[src/rtl/term_pkg.sv]
// Shared definitions for the terminal ingress FIFO: header field offsets,
// destination legality check, statistics counter type and saturating increment.
package term_pkg;

    localparam int unsigned PCKG_SZ_DEF = 40;
    localparam int unsigned PKT_MAX     = 64;
    // Field LSBs are counted down from the packet MSB.
    localparam int unsigned ROW_OFS     = 12;
    localparam int unsigned COL_OFS     = 16;
    localparam int unsigned ID_LSB      = 10;
    localparam int unsigned ID_GAP      = 18;

    typedef logic [15:0] stat_t;
    localparam stat_t STAT_MAX = 16'hFFFF;

    // Broadcast IDs pass, otherwise the coordinate must be a non-corner border cell.
    function automatic logic is_legal_dst(
        input logic [PKT_MAX-1:0] pkt,
        input int unsigned        sz,
        input int unsigned        rows,
        input int unsigned        colums,
        input logic [PKT_MAX-1:0] bcast_id
    );
        logic [PKT_MAX-1:0] id_mask;
        int unsigned        row_u;
        int unsigned        col_u;
        logic               bcast;
        logic               in_range;
        logic               border;
        logic               corner;
        id_mask  = {PKT_MAX{1'b1}} >> (PKT_MAX - (sz - ID_GAP));
        bcast    = (((pkt >> ID_LSB) & id_mask) == (bcast_id & id_mask));
        row_u    = 32'((pkt >> (sz - ROW_OFS)) & 64'hF);
        col_u    = 32'((pkt >> (sz - COL_OFS)) & 64'hF);
        in_range = (row_u <= rows + 32'd1) && (col_u <= colums + 32'd1);
        border   = (row_u == 32'd0) || (row_u == rows + 32'd1) ||
                   (col_u == 32'd0) || (col_u == colums + 32'd1);
        corner   = ((row_u == 32'd0) || (row_u == rows + 32'd1)) &&
                   ((col_u == 32'd0) || (col_u == colums + 32'd1));
        return bcast || (in_range && border && !corner);
    endfunction

    function automatic stat_t sat_inc(input stat_t v, input logic en);
        return (en && (v != STAT_MAX)) ? v + 16'd1 : v;
    endfunction

endpackage

[src/rtl/term_fifo_core.sv]
// Show-ahead FIFO storage: memory, wrapping pointers and occupancy count.
// A write into a full FIFO is accepted only when a read retires the head in the same cycle.
module term_fifo_core #(
    parameter int unsigned DW    = 40,
    parameter int unsigned DEPTH = 4
) (
    input  logic                     clk,
    input  logic                     rst_n,
    input  logic                     wr_i,
    input  logic [DW-1:0]            wr_data_i,
    input  logic                     rd_i,
    output logic [DW-1:0]            rd_data_o,
    output logic                     full_o,
    output logic                     empty_o,
    output logic [$clog2(DEPTH):0]   count_o,
    output logic                     wr_ok_o
);
    import term_pkg::*;

    localparam int unsigned AW = $clog2(DEPTH);
    localparam int unsigned CW = AW + 1;

    logic [DW-1:0] mem_q [DEPTH];
    logic [AW-1:0] wptr_q, wptr_d;
    logic [AW-1:0] rptr_q, rptr_d;
    logic [CW-1:0] count_q, count_d;
    logic          rd_ok_s;
    logic          wr_ok_s;

    // Qualify requests and compute next pointer/count state.
    always_comb begin
        rd_ok_s = rd_i && (count_q != {CW{1'b0}});
        wr_ok_s = wr_i && ((count_q != CW'(DEPTH)) || rd_ok_s);
        wptr_d  = wr_ok_s ? wptr_q + {{(AW-1){1'b0}}, 1'b1} : wptr_q;
        rptr_d  = rd_ok_s ? rptr_q + {{(AW-1){1'b0}}, 1'b1} : rptr_q;
        case ({wr_ok_s, rd_ok_s})
            2'b10:   count_d = count_q + {{(CW-1){1'b0}}, 1'b1};
            2'b01:   count_d = count_q - {{(CW-1){1'b0}}, 1'b1};
            default: count_d = count_q;
        endcase
    end

    // Pointer and occupancy state.
    always_ff @(posedge clk or negedge rst_n) begin
        if (!rst_n) begin
            wptr_q  <= {AW{1'b0}};
            rptr_q  <= {AW{1'b0}};
            count_q <= {CW{1'b0}};
        end else begin
            wptr_q  <= wptr_d;
            rptr_q  <= rptr_d;
            count_q <= count_d;
        end
    end

    // Storage array; contents are don't-care after reset since reads are gated by count.
    always_ff @(posedge clk) begin
        if (wr_ok_s) begin
            mem_q[wptr_q] <= wr_data_i;
        end
    end

    assign empty_o   = (count_q == {CW{1'b0}});
    assign full_o    = (count_q == CW'(DEPTH));
    assign count_o   = count_q;
    assign wr_ok_o   = wr_ok_s;
    assign rd_data_o = empty_o ? {DW{1'b0}} : mem_q[rptr_q];

endmodule

[src/rtl/term_in_fifo.sv]
// Terminal ingress buffer: destination check, show-ahead FIFO, overflow/illegal flags.
// Define TERM_IN_FIFO_STATS_EN to add saturating accept/pop/drop counters.
module term_in_fifo
    import term_pkg::*;
#(
    parameter int unsigned              pckg_sz    = 40,
    parameter int unsigned              fifo_depth = 4,
    parameter int unsigned              ROWS       = 4,
    parameter int unsigned              COLUMS     = 4,
    parameter logic [pckg_sz-19:0]      bdcst      = {(pckg_sz-18){1'b1}}
) (
    input  logic                            clk,
    input  logic                            reset,
    input  logic                            push,
    input  logic [pckg_sz-1:0]              data_in,
    output logic                            full,
    output logic [pckg_sz-1:0]              data_out_i_in,
    output logic                            pndng_i_in,
    input  logic                            popin,
    output logic [$clog2(fifo_depth):0]     count,
    output logic                            ovf,
    output logic                            err_dst
`ifdef TERM_IN_FIFO_STATS_EN
    ,
    output stat_t                           stat_acc,
    output stat_t                           stat_pop,
    output stat_t                           stat_drop
`endif
);

    logic legal_s;
    logic wr_req_s;
    logic wr_ok_s;
    logic empty_s;
    logic drop_ill_s;
    logic drop_ovf_s;
    logic ovf_q, ovf_d;
    logic err_dst_q, err_dst_d;

    term_fifo_core #(
        .DW    (pckg_sz),
        .DEPTH (fifo_depth)
    ) u_core (
        .clk       (clk),
        .rst_n     (reset),
        .wr_i      (wr_req_s),
        .wr_data_i (data_in),
        .rd_i      (popin),
        .rd_data_o (data_out_i_in),
        .full_o    (full),
        .empty_o   (empty_s),
        .count_o   (count),
        .wr_ok_o   (wr_ok_s)
    );

    // Header check; an illegal destination wins over a full FIFO.
    always_comb begin
        legal_s    = is_legal_dst(PKT_MAX'(data_in), pckg_sz, ROWS, COLUMS, PKT_MAX'(bdcst));
        wr_req_s   = push && legal_s;
        drop_ill_s = push && !legal_s;
        drop_ovf_s = wr_req_s && !wr_ok_s;
        ovf_d      = ovf_q || drop_ovf_s;
        err_dst_d  = drop_ill_s;
    end

    // Sticky overflow flag and single-cycle illegal-destination pulse.
    always_ff @(posedge clk or negedge reset) begin
        if (!reset) begin
            ovf_q     <= 1'b0;
            err_dst_q <= 1'b0;
        end else begin
            ovf_q     <= ovf_d;
            err_dst_q <= err_dst_d;
        end
    end

    assign pndng_i_in = !empty_s;
    assign ovf        = ovf_q;
    assign err_dst    = err_dst_q;

`ifdef TERM_IN_FIFO_STATS_EN
    stat_t stat_acc_q;
    stat_t stat_pop_q;
    stat_t stat_drop_q;

    // Saturating event counters.
    always_ff @(posedge clk or negedge reset) begin
        if (!reset) begin
            stat_acc_q  <= 16'd0;
            stat_pop_q  <= 16'd0;
            stat_drop_q <= 16'd0;
        end else begin
            stat_acc_q  <= sat_inc(stat_acc_q, wr_ok_s);
            stat_pop_q  <= sat_inc(stat_pop_q, popin && !empty_s);
            stat_drop_q <= sat_inc(stat_drop_q, drop_ill_s || drop_ovf_s);
        end
    end

    assign stat_acc  = stat_acc_q;
    assign stat_pop  = stat_pop_q;
    assign stat_drop = stat_drop_q;
`endif

endmodule

[config.mk]
export PLATFORM = sky130hd
export DESIGN_NAME = term_in_fifo
export DESIGN_NICKNAME = d
export VERILOG_FILES = /design/src/rtl/term_pkg.sv /design/src/rtl/term_fifo_core.sv /design/src/rtl/term_in_fifo.sv
export SDC_FILE = /design/constraint.sdc
export NUM_CORES = 1
export LEC_CHECK = 0
export ABC_AREA = 1
export CELL_PAD_IN_SITES_DETAIL_PLACEMENT = 0
export CELL_PAD_IN_SITES_GLOBAL_PLACEMENT = 1
export CORE_ASPECT_RATIO = 0.8
export CORE_UTILIZATION = 43
export DETAILED_ROUTE_END_ITERATION = 8
export DONT_BUFFER_PORTS = 1
export GPL_TIMING_DRIVEN = 0
export MAX_ROUTING_LAYER = met4
export PLACE_DENSITY_LB_ADDON = 0.25
export SYNTH_ARGS = -nofsm -noshare
export SYNTH_HDL_FRONTEND = slang
export SYNTH_HIERARCHICAL = 1
export SYNTH_SLANG_ARGS = --single-unit
[constraint.sdc]
create_clock -name clk -period 6.9 [get_ports clk]
set_input_delay 0.69 -clock clk [delete_from_list [all_inputs] [get_ports clk]]
set_output_delay 0.69 -clock clk [all_outputs]
set_load 0.02 [all_outputs]
== After elaboration in Yosys (flattened, before gate mapping) ==
Memories as Yosys holds them, arrays and structs flattened.
Cells that the tools add are included.
Word-level totals
  flip-flop bits (word level): 9
  bits in latches: 0
  bits in writable memories: 160
  memory bits (read-only): 0
  output and inout bits: 47
  memories: 1
Operators by class
  $add $sub $neg: 4
  $mul: 0
  divide/modulo/power cells: 0
  $lt $le $gt $ge: 2
  equality and inequality tests: 7
  shifts and indexed selects: 0
  muxes and demuxes: 4
  bitwise gates (word level): 0
  reduce and logical (&&, ||, !) cells: 25
Memory list
  u_core.mem_q: words 4, width 40, rd ports 1, clocked after memory_dff 0, write ports 1, RTL line term_fifo_core.sv:23  | logic [DW-1:0] mem_q [DEPTH];
Operators with widths (number)
  $logic_not A32 Y1: 2
  $mux W40: 1
  $eq A22 B22 Y1 const B: 1
  $logic_and A1 B1 Y1: 9
  $eq A4 B3 Y1 const B: 2
  $le A4 B3 Y1 const B: 2
  $logic_or A1 B1 Y1: 7
  $pmux W3 S2: 1
  $add A2 B1 Y2 const B: 2
  $logic_not A1 Y1: 4
  $add A3 B1 Y3 const B: 1
  $eq A3 B3 Y1 const B: 1
  $logic_not A3 Y1: 1
  $ne A3 B3 Y1 const B: 1
  $reduce_bool A3 Y1: 1
  $sub A3 B1 Y3 const B: 1
  $eq A2 B1 Y1 const B: 1
  $eq A2 B2 Y1 const B: 1
  $mux W1: 2
  $reduce_bool A2 Y1: 1

== Depth between registers and ports, before layout ==
  depth after elaboration: 12
  mapped depth: 16
  gate-level depth less buffers: 16

== Modules after synthesis ==
The synthesis kept the hierarchy.
By module, submodules not included
  term_fifo_core: times used 1, cells each 692, area each 7310.8 um2, sequential area each 4979.8 um2
  term_in_fifo: times used 1, cells each 59, area each 286.5 um2, sequential area each 50.0 um2

== Worst setup path after synthesis ==
OpenSTA, ideal clock, no wires.
  kind: input to register
  from: in data_in[23]
  to: mem u_core.mem_q[0][0] (enable)
  data arrival time: 3.123 ns
  data required time: 6.463 ns
  slack: 3.340 ns
  cell stages on the path: 8
  cells stage by stage: nand2_1 nor2_1 nand2_1 nor2_2 nand2_1 a21oi_1 nand2_2 nor2_1
On the way
  word-level cells in the longest chain between the ends: 6
RTL lines
  from (decl): RTL line term_in_fifo.sv:15  | input logic [pckg_sz-1:0] data_in,
  $eq A22 B22 Y1: RTL line term_pkg.sv:32  | bcast = (((pkt >> ID_LSB) & id_mask) == (bcast_id & id_mask));
  $logic_or A1 B1 Y1: RTL line term_pkg.sv:40  | return bcast || (in_range && border && !corner);
  $logic_and A1 B1 Y1: RTL line term_in_fifo.sv:59  | wr_req_s = push && legal_s;
  net wr_req_s: RTL line term_in_fifo.sv:32  | logic wr_req_s;
  $logic_and A1 B1 Y1: RTL line term_fifo_core.sv:33  | wr_ok_s = wr_i && ((count_q != CW'(DEPTH)) || rd_ok_s);
  $mux W1: RTL line term_fifo_core.sv:58  | if (wr_ok_s) begin
  $mux W1 (not written as such): RTL line term_fifo_core.sv:59  | mem_q[wptr_q] <= wr_data_i;
  to (decl): RTL line term_fifo_core.sv:23
The timed path passes the listed nets, and every way through them passes these cells.

== Worst setup path after layout ==
  from: reg u_core.count_q[2] (netlist: u_core/count_o[2])
  to: out data_out_i_in[17]
On the way
  word-level cells in the longest chain between the ends: 2
RTL lines
  from (decl): RTL line term_fifo_core.sv:26  | logic [CW-1:0] count_q, count_d;
  from (signal assigned): RTL line term_fifo_core.sv:48  | count_q <= {CW{1'b0}};
  from (signal assigned): RTL line term_fifo_core.sv:52  | count_q <= count_d;
  $logic_not A3 Y1: RTL line term_fifo_core.sv:63  | assign empty_o = (count_q == {CW{1'b0}});
  $mux W40: RTL line term_fifo_core.sv:67  | assign rd_data_o = empty_o ? {DW{1'b0}} : mem_q[rptr_q];
  to (decl): RTL line term_in_fifo.sv:17  | output logic [pckg_sz-1:0] data_out_i_in,
No other way between the ends.

==> impl_metrics.yaml <==
outcome:
  status: "completed"
pwr:
  power_uw: 3265
  power_density_nw_per_um2: 379.0
  p_clk_frac: 0.275
  ir_drop_v: 0.0001906
  power.switching_uw: 1275
  p_leak_uw: 0.003791
  comb_power_share: 0.363
  switching_share: 0.3903
  p_int_uw: 1991
  seqPwrFrac: 0.363
floorplan:
  die_w_um: 150.6
  die_area_um2: 18210
  num_io_pins: 91
  die_h_um: 120.9
  fp.coreArea_um2: 17320
  rows: 43
  initial_utilization: 0.4385
setup_path:
  critical-path-top-delay-family: "compound AO/OA/AOI/OAI gates"
  cp-start-kind: "flop"
  cp_slowest_cell: "a21oi_1"
  rr_worst_depth: 5
  cp_num_buf_inv: 3
  cpPeakStageDelay_ns: 0.52
  arrival_ns: 1.97
  cp_max_fo: 10
  crit_chain: "inv_1 > nand2_2 > inv_2 > buf_2 > a21oi_1"
  cp.depth: 5
  critPathRequiredTime_ns: 6.21
  critPathKind: "flop to primary output"
  cp-end-kind: "primary output"
timing:
  max_freq_mhz: 376.4
  finalSetupTns_ns: 0
  finalSetupViolCount: 0
  slew_viol_final: 0
  hold_viol: 0
  tightestPinTransition_ns: 0.7698
  fin_crit_sh: 0.3850
  period_needed_ns: 2.657
  finClkSkew_ns: 0.006882
  max-slew-margin-rel: 0.4856
  rsz0062_at_grt: "false"
drt:
  num_vias: 4832
  first_pass_iters: 4
  drt-initial-drc-count: 316
  wl_met3_um: 1261
  wl_met1_um: 7348
  wl_per_cell_um: 16.66
  highest_layer: "met4"
  drc: 0
  wl_met2_um: 8182
  viasPerCell: 4.761
  ant_nets: 0
  wl_um: 16910
global_route:
  grt_pass1_wl_um: 26400
  antenna_found_initial: 0
  overflow: 0
  grt_max_degree: 26
  grt.total_usage: 0.2070
  grt_pass1_vias: 4857
logic_synthesis:
  synth.distinct_cells: 21
  syn_nets: 801
  synth-seq-cells: 169
  syn_inst: 751
  ys_seq_area_frac: 0.6621
  syn_area_um2: 7597
  yosysWarningCount: 6
  avgSynthCellArea_um2: 10.12
job:
  cap_violations: 0
cts:
  cts-resized-gates: 0
  clk_latency_ns: 0.42
  root_buffer: "clkbuf_16"
  cts_tree: "yes"
  clock_sinks: 169
  h-tree-depth: 4
  clockBufferDepth: 2
  clk_pin_slew_worst_paths_ns: 0.06
  cts_buffers: 17
cells_and_area:
  diodes: 0
  area_growth_pct: 13.41
  multi_input_area_um2: 1662
  fillers: 1536
  final_cell_mix: "nand2_1, inv_1, edfxtp_1"
  final_layout_size_suffix_gt1_frac: 0.09873
  regArea_um2: 5030
  nets: 827
  design_area_um2: 8616
  final_common_cell: "nand2_1"
place:
  hpwlAfterDp_um: 10660
  postPlaceCellArea_um2: 8044
  io_buffer_count: 0
  place_congestion: 0.7205
min_path:
  hold_depth: 0
  hold_path.class: "input port to flop"
-- final timing paths --
check,slack (ns),to,from
min reg2reg,0.55,u_core/wptr_q[0],u_core/wptr_q[0]
min,0.36,u_core/mem_q[1][33],data_in[33]
max,4.24,data_out_i_in[17],u_core/count_o[2]
min in group asynchronous,0.65,err_dst,reset
max reg2reg,4.69,u_core/mem_q[3][11],u_core/count_o[0]
max in group asynchronous,5.94,u_core/count_o[1],reset
-- cells in the mapped netlist --
cell type  count  area share
nand2_1      200       0.099
inv_1        184       0.091
edfxtp_1     160        0.63
nand3_1       86       0.057
a21oi_1       42       0.028
buf_2         16       0.011
nor2_1        16      0.0079
dfrtp_1        9       0.030
buf_6          8       0.012
ha_1           5      0.0082
nand2_2        4      0.0033
buf_4          3      0.0030
clkbuf_8       3      0.0054
inv_2          3      0.0015
nor2_2         3      0.0025
nor3_1         2      0.0013
o21ai_0        2      0.0013
xnor2_1        2      0.0023
fa_1           1      0.0026
nand3_2        1      0.0013
nand4_1        1     0.00082
-- state kept, by name, indices dropped and copies added (netlist names) --
register / cells
err_dst: 1
ovf: 1
u_core/count_o: 3
u_core/mem_q: 160
u_core/wptr_q: 2
u_core/rptr_q: 2
-- kinds of logic (layout without fill, tap and decap cells) --
kind of cell / count (synthesis) / in the layout / synth area share
flops: 169 / 169 / 0.6621
fa+ha+maj: 6 / 6 / 0.01087
xor+xnor: 2 / 2 / 0.002306
simple gates: 313 / 313 / 0.1726
compound gates: 44 / 44 / 0.02899
buf+inv: 217 / 256 / 0.1232
-- repair_timing --
item / 4_1_cts / 5_1_grt
hold buffers: 1 / 0
hold endpoints to repair: 9 / 0
buffers inserted: 0 / 0
-- power by group through the flow --
| stage | clock network [uW] | registers [uW] | logic [uW] |
|---|---|---|---|
| after floorplan | 0 | 1200 | 907 |
| after detailed placement | 0 | 1200 | 1200 |
| final | 896 | 1180 | 1190 |
| after global placement | 0 | 1200 | 1170 |
| after CTS | 918 | 1180 | 1200 |
| after global routing | 967 | 1190 | 1290 |
-- worst reg2reg max path, cell delays in order (launching register included) --
cell	delay [ns]
dfrtp_1	0.54
nor2_2	0.09
nand3_1	0.13
nand2_2	0.20
nor2_4	0.65
buf_12	0.28
-- through the flow --
| stage | cells | worst slack (ns) | hold WS, ns | utilization |
|---|---|---|---|---|
| 2_1_floorplan | 751 | 3.340 | 0.3944 | - |
| 3_3_place_gp | 976 | 1.447 | 0.3947 | 0.4548 |
| 3_5_place_dp | 982 | 3.815 | 0.3947 | 0.4643 |
| 4_1_cts | 1015 | 4.221 | 0.3415 | 0.4973 |
| 5_1_grt | 1015 | 4.086 | 0.3307 | 0.4973 |
| 6_report | 1015 | 4.243 | 0.3630 | 0.4973 |
-- final cells by class --
cell class | instances | share of cell area
Timing Repair Buffer | 7 | 0.01685
Buffer | 30 | 0.02716
Sequential cell | 169 | 0.5838
Clock inverter | 14 | 0.01539
Clock buffer | 18 | 0.04981
Inverter | 187 | 0.08147
Multi-Input combinational cell | 365 | 0.1929
Tap cell | 225 | 0.03268
-- layer usage --
| metal | track usage | up-vias |
|---|---|---|
| li1 | - | 2408 |
| met1 | 0.2513 | 2287 |
| met2 | 0.3335 | 129 |
| met3 | 0.06880 | 8 |
| met4 | 0.05250 | 0 |
| met5 | - | - |
No activity file was read; power rests on OpenSTA's default activity.
